### config.mk
export PLATFORM = sky130hd
export DESIGN_NAME = mult_accumulator
export DESIGN_NICKNAME = d
export VERILOG_FILES = /design/src/rtl/mult_accumulator.sv
export SDC_FILE = /design/constraint.sdc
export NUM_CORES = 1
export LEC_CHECK = 0
export ABC_AREA = 0
export CAP_MARGIN = 0
export CORE_AREA = 3 3 87 98
export DETAILED_ROUTE_END_ITERATION = 8
export DIE_AREA = 0 0 90 101
export PLACE_DENSITY = 0.79
export SYNTH_ARGS = -nofsm -noshare
export SYNTH_HDL_FRONTEND = slang
export SYNTH_SLANG_ARGS = --single-unit
### constraint.sdc
create_clock -name clk -period 3 [get_ports clk]
set_input_delay 0.6 -clock clk [delete_from_list [all_inputs] [get_ports clk]]
set_output_delay 0.6 -clock clk [all_outputs]
set_load 0.05 [all_outputs]
### src/rtl/mult_accumulator.sv
// Sums N_TERMS unsigned 4x4 products into an ACC_W-bit result; SAT_EN selects clamp instead of wrap on overflow.
// Latency: result valid one edge after the last operand is accepted (the product register adds one stage).
// Backpressure: in_ready drops once the group is complete; the result is held until out_ready.

module wallace_tree (
    input  logic [3:0] a,
    input  logic [3:0] b,
    output logic [7:0] p
);
    logic [7:0] r0, r1, r2, r3;
    logic [7:0] s1, c1, s2, c2;

    always_comb begin
        r0 = {4'b0, a & {4{b[0]}}};
        r1 = {3'b0, a & {4{b[1]}}, 1'b0};
        r2 = {2'b0, a & {4{b[2]}}, 2'b0};
        r3 = {1'b0, a & {4{b[3]}}, 3'b0};
        // Two levels of 3:2 compression, then one carry-propagate add.
        s1 = r0 ^ r1 ^ r2;
        c1 = (r0 & r1) | (r0 & r2) | (r1 & r2);
        s2 = s1 ^ {c1[6:0], 1'b0} ^ r3;
        c2 = (s1 & {c1[6:0], 1'b0}) | (s1 & r3) | ({c1[6:0], 1'b0} & r3);
        p  = s2 + {c2[6:0], 1'b0};
    end
endmodule

module mult_accumulator #(
    parameter int N_TERMS = 4,
    parameter int ACC_W   = 16
) (
    input  logic             clk,
    input  logic             rst_n,
    input  logic             clear,
    input  logic             in_valid,
    output logic             in_ready,
    input  logic [3:0]       in_a,
    input  logic [3:0]       in_b,
    output logic             out_valid,
    input  logic             out_ready,
    output logic [ACC_W-1:0] out_acc,
    output logic             out_ovf
);
    localparam int CNT_W = 8;
    localparam logic [CNT_W-1:0] N_CNT   = CNT_W'(N_TERMS);
    localparam logic [ACC_W-1:0] ACC_MAX = '1;

    typedef enum logic [1:0] {IDLE, ACCUM, DONE} state_t;

    state_t           state_q, state_d;
    logic [CNT_W-1:0] in_cnt_q, in_cnt_d;
    logic [CNT_W-1:0] acc_cnt_q, acc_cnt_d;
    logic             prod_v_q, prod_v_d;
    logic [7:0]       prod_q, prod_d;
    logic [ACC_W-1:0] acc_q, acc_d;
    logic [ACC_W-1:0] out_acc_q, out_acc_d;
    logic             out_valid_q, out_valid_d;
    logic             out_ovf_q, out_ovf_d;

    logic [7:0]       prod_w;
    logic             in_fire;
    logic             last_prod;
    logic [ACC_W-1:0] acc_base;
    logic [ACC_W:0]   sum_w;
    logic [ACC_W-1:0] acc_next;

    wallace_tree u_mul (
        .a (in_a),
        .b (in_b),
        .p (prod_w)
    );

    assign in_ready  = (in_cnt_q < N_CNT) && !out_valid_q;
    assign in_fire   = in_valid && in_ready;
    assign last_prod = prod_v_q && (acc_cnt_q == (N_CNT - 8'd1));
    assign out_valid = out_valid_q;
    assign out_acc   = out_acc_q;
    assign out_ovf   = out_ovf_q;

    // The first product of a group loads rather than adds, so no clear of acc is needed.
    assign acc_base = (acc_cnt_q == '0) ? '0 : acc_q;
    assign sum_w    = {1'b0, acc_base} + (ACC_W+1)'(prod_q);
`ifdef SAT_EN
    assign acc_next = sum_w[ACC_W] ? ACC_MAX : sum_w[ACC_W-1:0];
`else
    assign acc_next = sum_w[ACC_W-1:0];
`endif

    always_comb begin
        state_d     = state_q;
        in_cnt_d    = in_cnt_q;
        acc_cnt_d   = acc_cnt_q;
        prod_v_d    = 1'b0;
        prod_d      = prod_q;
        acc_d       = acc_q;
        out_acc_d   = out_acc_q;
        out_valid_d = out_valid_q;
        out_ovf_d   = out_ovf_q;

        if (in_fire) begin
            prod_d   = prod_w;
            prod_v_d = 1'b1;
            in_cnt_d = in_cnt_q + 8'd1;
        end

        if (prod_v_q) begin
            acc_d     = acc_next;
            acc_cnt_d = acc_cnt_q + 8'd1;
            if (sum_w[ACC_W]) begin
                out_ovf_d = 1'b1;
            end
        end

        case (state_q)
            IDLE: begin
                if (in_fire) begin
                    state_d = ACCUM;
                end
            end
            ACCUM: begin
                if (last_prod) begin
                    state_d     = DONE;
                    out_valid_d = 1'b1;
                    out_acc_d   = acc_next;
                end
            end
            DONE: begin
                if (out_valid_q && out_ready) begin
                    state_d     = IDLE;
                    out_valid_d = 1'b0;
                    in_cnt_d    = '0;
                    acc_cnt_d   = '0;
                    out_ovf_d   = 1'b0;
                end
            end
            default: state_d = IDLE;
        endcase

        // Abort wins over every other event on the same edge.
        if (clear) begin
            state_d     = IDLE;
            in_cnt_d    = '0;
            acc_cnt_d   = '0;
            prod_v_d    = 1'b0;
            out_valid_d = 1'b0;
            out_ovf_d   = 1'b0;
        end
    end

    always_ff @(posedge clk or negedge rst_n) begin
        if (!rst_n) begin
            state_q     <= IDLE;
            in_cnt_q    <= '0;
            acc_cnt_q   <= '0;
            prod_v_q    <= 1'b0;
            prod_q      <= '0;
            acc_q       <= '0;
            out_acc_q   <= '0;
            out_valid_q <= 1'b0;
            out_ovf_q   <= 1'b0;
        end else begin
            state_q     <= state_d;
            in_cnt_q    <= in_cnt_d;
            acc_cnt_q   <= acc_cnt_d;
            prod_v_q    <= prod_v_d;
            prod_q      <= prod_d;
            acc_q       <= acc_d;
            out_acc_q   <= out_acc_d;
            out_valid_q <= out_valid_d;
            out_ovf_q   <= out_ovf_d;
        end
    end
endmodule

==> impl_metrics.py <==
metrics = {
    "run_status": {
        "outcome": "finished, final reports clean",
    },
    "timing": {
        "max_freq_ghz": 0.347,
        "layout_min_cycle_time_ns": 2.88,
        "tns_ns": 0,
        "tightest_slew_ns": 0.529,
        "timing_max_transition_violations_final": 0,
        "finalHoldViolCount": 0,
        "timing.final.crit_share_pct": 96.0,
        "max_slew_margin_pct": 64.6,
        "final_setup_violations": 0,
        "final.setup_skew_ns": 0.00666,
    },
    "worst_setup_path": {
        "worstSetupStartpointType": "flop",
        "critPathMaxFanout": 5,
        "worstSetupPathType": "flop to flop",
        "category_of_the_worst_setup_path_capture_point": "flop",
        "slack_of_the_worst_reg_to_reg_path_ns": 0.12,
        "cp_data_required_time_ns": 3.24,
        "critPathArrivalTime_ns": 3.11,
    },
    "drt": {
        "post-route-drc-count": 0,
        "dr_total_vias": 2817,
        "number_of_drc_violations_after_detailed_routing_iteration_0": 136,
        "drt_wl_total_um": 7520,
        "final_antenna_net_count": 0,
        "avgViaCountPerCell": 5.42,
        "post_drt_wl_per_cell_um": 14.5,
        "drt_pass1_iterations": 5,
    },
    "synth": {
        "yosys_warnings": 0,
        "mappedNetlistArea_mm2": 0.00348,
        "synth.top_cell.area_share_pct": 43.8,
        "yosys_most_used_dff": "dfrtp_1",
        "synthDominantAreaCellType": "dfrtp_1",
        "ys_async_sr_fraction_pct": 100,
        "synth_enable_flop_cells": 0,
        "synth_fp_nets": 385,
        "synth-seq-area-share_pct": 43.8,
        "number_of_storage_elements_in_the_synthesis_netlist": 61,
        "synth_cell_types": 51,
        "post_synth_inst_count": 347,
        "post_synth_main_area_contributors": "dfrtp_1 44%, ha_1 6.5%, nand2_1 5.3%",
        "synthesis.area_per_instance_um2": 10.0,
    },
    "clocking": {
        "cts.sink_count": 61,
        "cts-root-to-sink-buffers": 2,
        "cts.reportedPaths.clkPinSlew_ns": 0.07,
        "clk_root_buffer_cell": "clkbuf_8",
        "worst_skew_pair.late_latency_ns": 0.35,
        "cts-htree-levels": 3,
        "tritoncts": "done",
        "numCtsBuffers": 9,
    },
    "power_and_ir_drop": {
        "vdd.ir_drop.worst_uv": 242,
        "sw_frac_of_total_pct": 27.5,
        "power.internal_uw": 1700,
        "static-leakage-power_uw": 0.00205,
        "combPwrFrac_pct": 22.5,
        "power.net_switching_uw": 646,
        "power_frac_seq_pct": 40.3,
        "part_of_the_total_power_dissipated_in_the_clock_network_pct": 37.2,
        "power_per_cell_area_mw_per_mm2": 533,
    },
    "place": {
        "detailed_place_hpwl_um": 5370,
        "portbufs": 31,
        "gpl.final_weighted_congestion": 0.855,
        "place_area_mm2": 0.00407,
    },
    "grt": {
        "grt_first_pass_wirelength_um": 12600,
        "met1_usage_pct": 20.0,
        "met2_usage_pct": 30.3,
        "grt_pass1_vias": 2789,
        "global_route.overflow_total": 0,
        "groute.layer.met3.usage_pct": 3.73,
        "gr-max-usage-layer": "met2",
        "maximum_number_of_pins_on_one_net_before_global_route_repair": 38,
        "grt_antenna_before_repair": 0,
        "grt_usage_pct": 17.1,
    },
    "floorplan": {
        "num_io_pins": 32,
        "die_w_um": 90,
        "floorplan.die_area_mm2": 0.00909,
        "core.rowCount": 34,
        "design.core.area_mm2": 0.00774,
        "die_h_um": 101,
        "initial_utilization_pct": 45.0,
    },
    "worst_hold_path": {
        "worst_hold_path_type": "input pin to asynchronous set/reset pin",
    },
    "cells_and_area": {
        "share_of_layout_cells_above_drive_strength_1_pct": 18.7,
        "multi_input_comb_area_mm2": 0.00192,
        "finished_core_util_pct": 56.9,
        "antenna_cells_inserted": 0,
        "stdcell_area_mm2": 0.00441,
        "num-nets-final": 445,
        "flow.area_growth_from_synthesis_pct": 26.5,
        "regArea_mm2": 0.00153,
        "total_of_fill_cells_in_the_finished_design": 661,
    },
    "job": {
        "maxCapViolations": 0,
    },
}
-- cell usage in the layout, fill, tap and decap left out, types with 3 or more instances in the layout --
cell type        netlist  routed
dfrtp_1               61      61
nand2_1               49      47
buf_4                  0      28
and2_1                25      25
clkdlybuf4s50_1        0      24
ha_1                  18      17
inv_1                 16      16
a21oi_1               16      16
nor2_1                14      14
o21ai_0               15      14
clkbuf_8               0      13
mux2_2                11      11
xor2_1                 9       9
xnor2_1                9       9
nand3_1                9       8
nand4_1                7       7
o21ai_1                6       6
fa_1                   7       6
or3_1                  5       5
dlymetal6s2s_1         0       5
and3_1                 4       4
o211ai_1               4       4
nand2_2                1       3
a31oi_1                3       3
mux2i_1                3       3
nor3_1                 3       3
o21bai_1               3       3
a21o_1                 3       3
nand2b_1               3       3
a21boi_0               3       3
-- sequential cells by signal (all words and copies together), names as in the netlist --
signal / cells
acc_q: 16
out_valid: 1
in_cnt_q: 8
prod_v_q: 1
acc_cnt_q: 8
state_q: 2
out_acc: 16
prod_q: 8
out_ovf: 1
-- metal layers --
metal / vias to the layer above / wire length [µm]
met2: 81 / 3730
met1: 1370 / 3210
met3: 21 / 337
met5: - / 0
met4: 0 / 245
li1: 1345 / -
-- synth_stat cells (2+ instances only) --
library cell,number
o21ai_0,15
ha_1,18
nor4_1,2
a31oi_1,3
nor2b_1,2
o221ai_1,2
nand3_1,9
a211oi_1,2
buf_2,4
dfrtp_1,61
and3_1,4
nand2_1,49
mux2i_1,3
inv_1,16
nand2b_1,3
nand4_1,7
xnor2_1,9
nor2_1,14
or3_1,5
o211ai_1,4
nor3_1,3
or4_1,2
and2_1,25
clkbuf_1,6
o21bai_1,3
fa_1,7
or4_2,2
xor2_1,9
a31o_2,2
a21boi_0,3
o21ai_1,6
a21oi_1,16
a21o_1,3
mux2_2,11
-- power by group through the flow --
stage / clock [µW] / sequential [µW] / combinational, µW
after floorplan: 0 / 958 / 329
after global placement: 0 / 956 / 477
after detailed placement: 0 / 960 / 494
after CTS: 887 / 945 / 507
after global routing: 919 / 956 / 586
final: 873 / 946 / 528
-- through the flow --
step / total power (µW) / std cells / hold WS [ns] / worst slack [ns]
2_1_floorplan: 1290 / 347 / 0.304 / 0.0562
4_1_cts: 2340 / 517 / 0.250 / 0.000544
3_3_place_gp: 1430 / 501 / 0.447 / -0.233
5_1_grt: 2460 / 520 / 0.270 / -0.0287
3_5_place_dp: 1450 / 501 / 0.462 / -0.360
6_report: 2350 / 520 / 0.246 / 0.121
-- kinds of logic (layout without fill, tap and decap cells) --
logic type | Yosys count | count (layout) | synth area share [%]
AND/OR/NAND/NOR | 136 | 136 | 20.9
AO/OA/AOI/OAI | 67 | 68 | 12.8
flip-flops | 61 | 61 | 43.8
buffers and inverters | 26 | 90 | 2.95
adder cells (fa/ha/maj) | 25 | 25 | 10.5
XOR/XNOR | 18 | 18 | 4.53
multiplexers | 14 | 14 | 4.42
-- worst paths after layout --
check	endpoint	cells past startpoint	start
worst min-delay path	out_acc[2]	2	rst_n
min in group clk	state_q[0]	1	state_q[1]
worst max register to register	out_acc[11]	10	acc_cnt_q[5]
worst min register to register	state_q[0]	1	state_q[1]
worst max-delay path	out_acc[11]	10	acc_cnt_q[5]
max in group asynchronous	prod_q[7]	2	rst_n
-- timing repair --
item,4_1_cts,5_1_grt
cloned,0,1
gates resized for setup,4,14
hold buffers,0,0
endpoints found under the setup margin,6,20
pin swaps,3,6
endpoints found under the hold margin,0,0
setup buffers,0,2
-- layout make-up --
| class | count | area share (%) |
|---|---|---|
| multi-input combinational | 261 | 43.6 |
| sequential | 61 | 34.6 |
| timing repair buffer | 58 | 11.8 |
| clock buffer | 13 | 4.06 |
| tap | 108 | 3.07 |
| clock inverter | 3 | 1.48 |
| inverter | 16 | 1.36 |
-- worst max-delay path, stage by stage (launching register included) --
cell	delay, ns
dfrtp_1	0.41
nor4_4	0.34
nand3_2	0.15
buf_4	0.17
and2_1	0.15
ha_1	0.31
a2111oi_2	0.36
o21ai_2	0.20
a31oi_4	0.29
nor2_1	0.10
o311ai_1	0.29
Power figures use the tool's default switching activity.
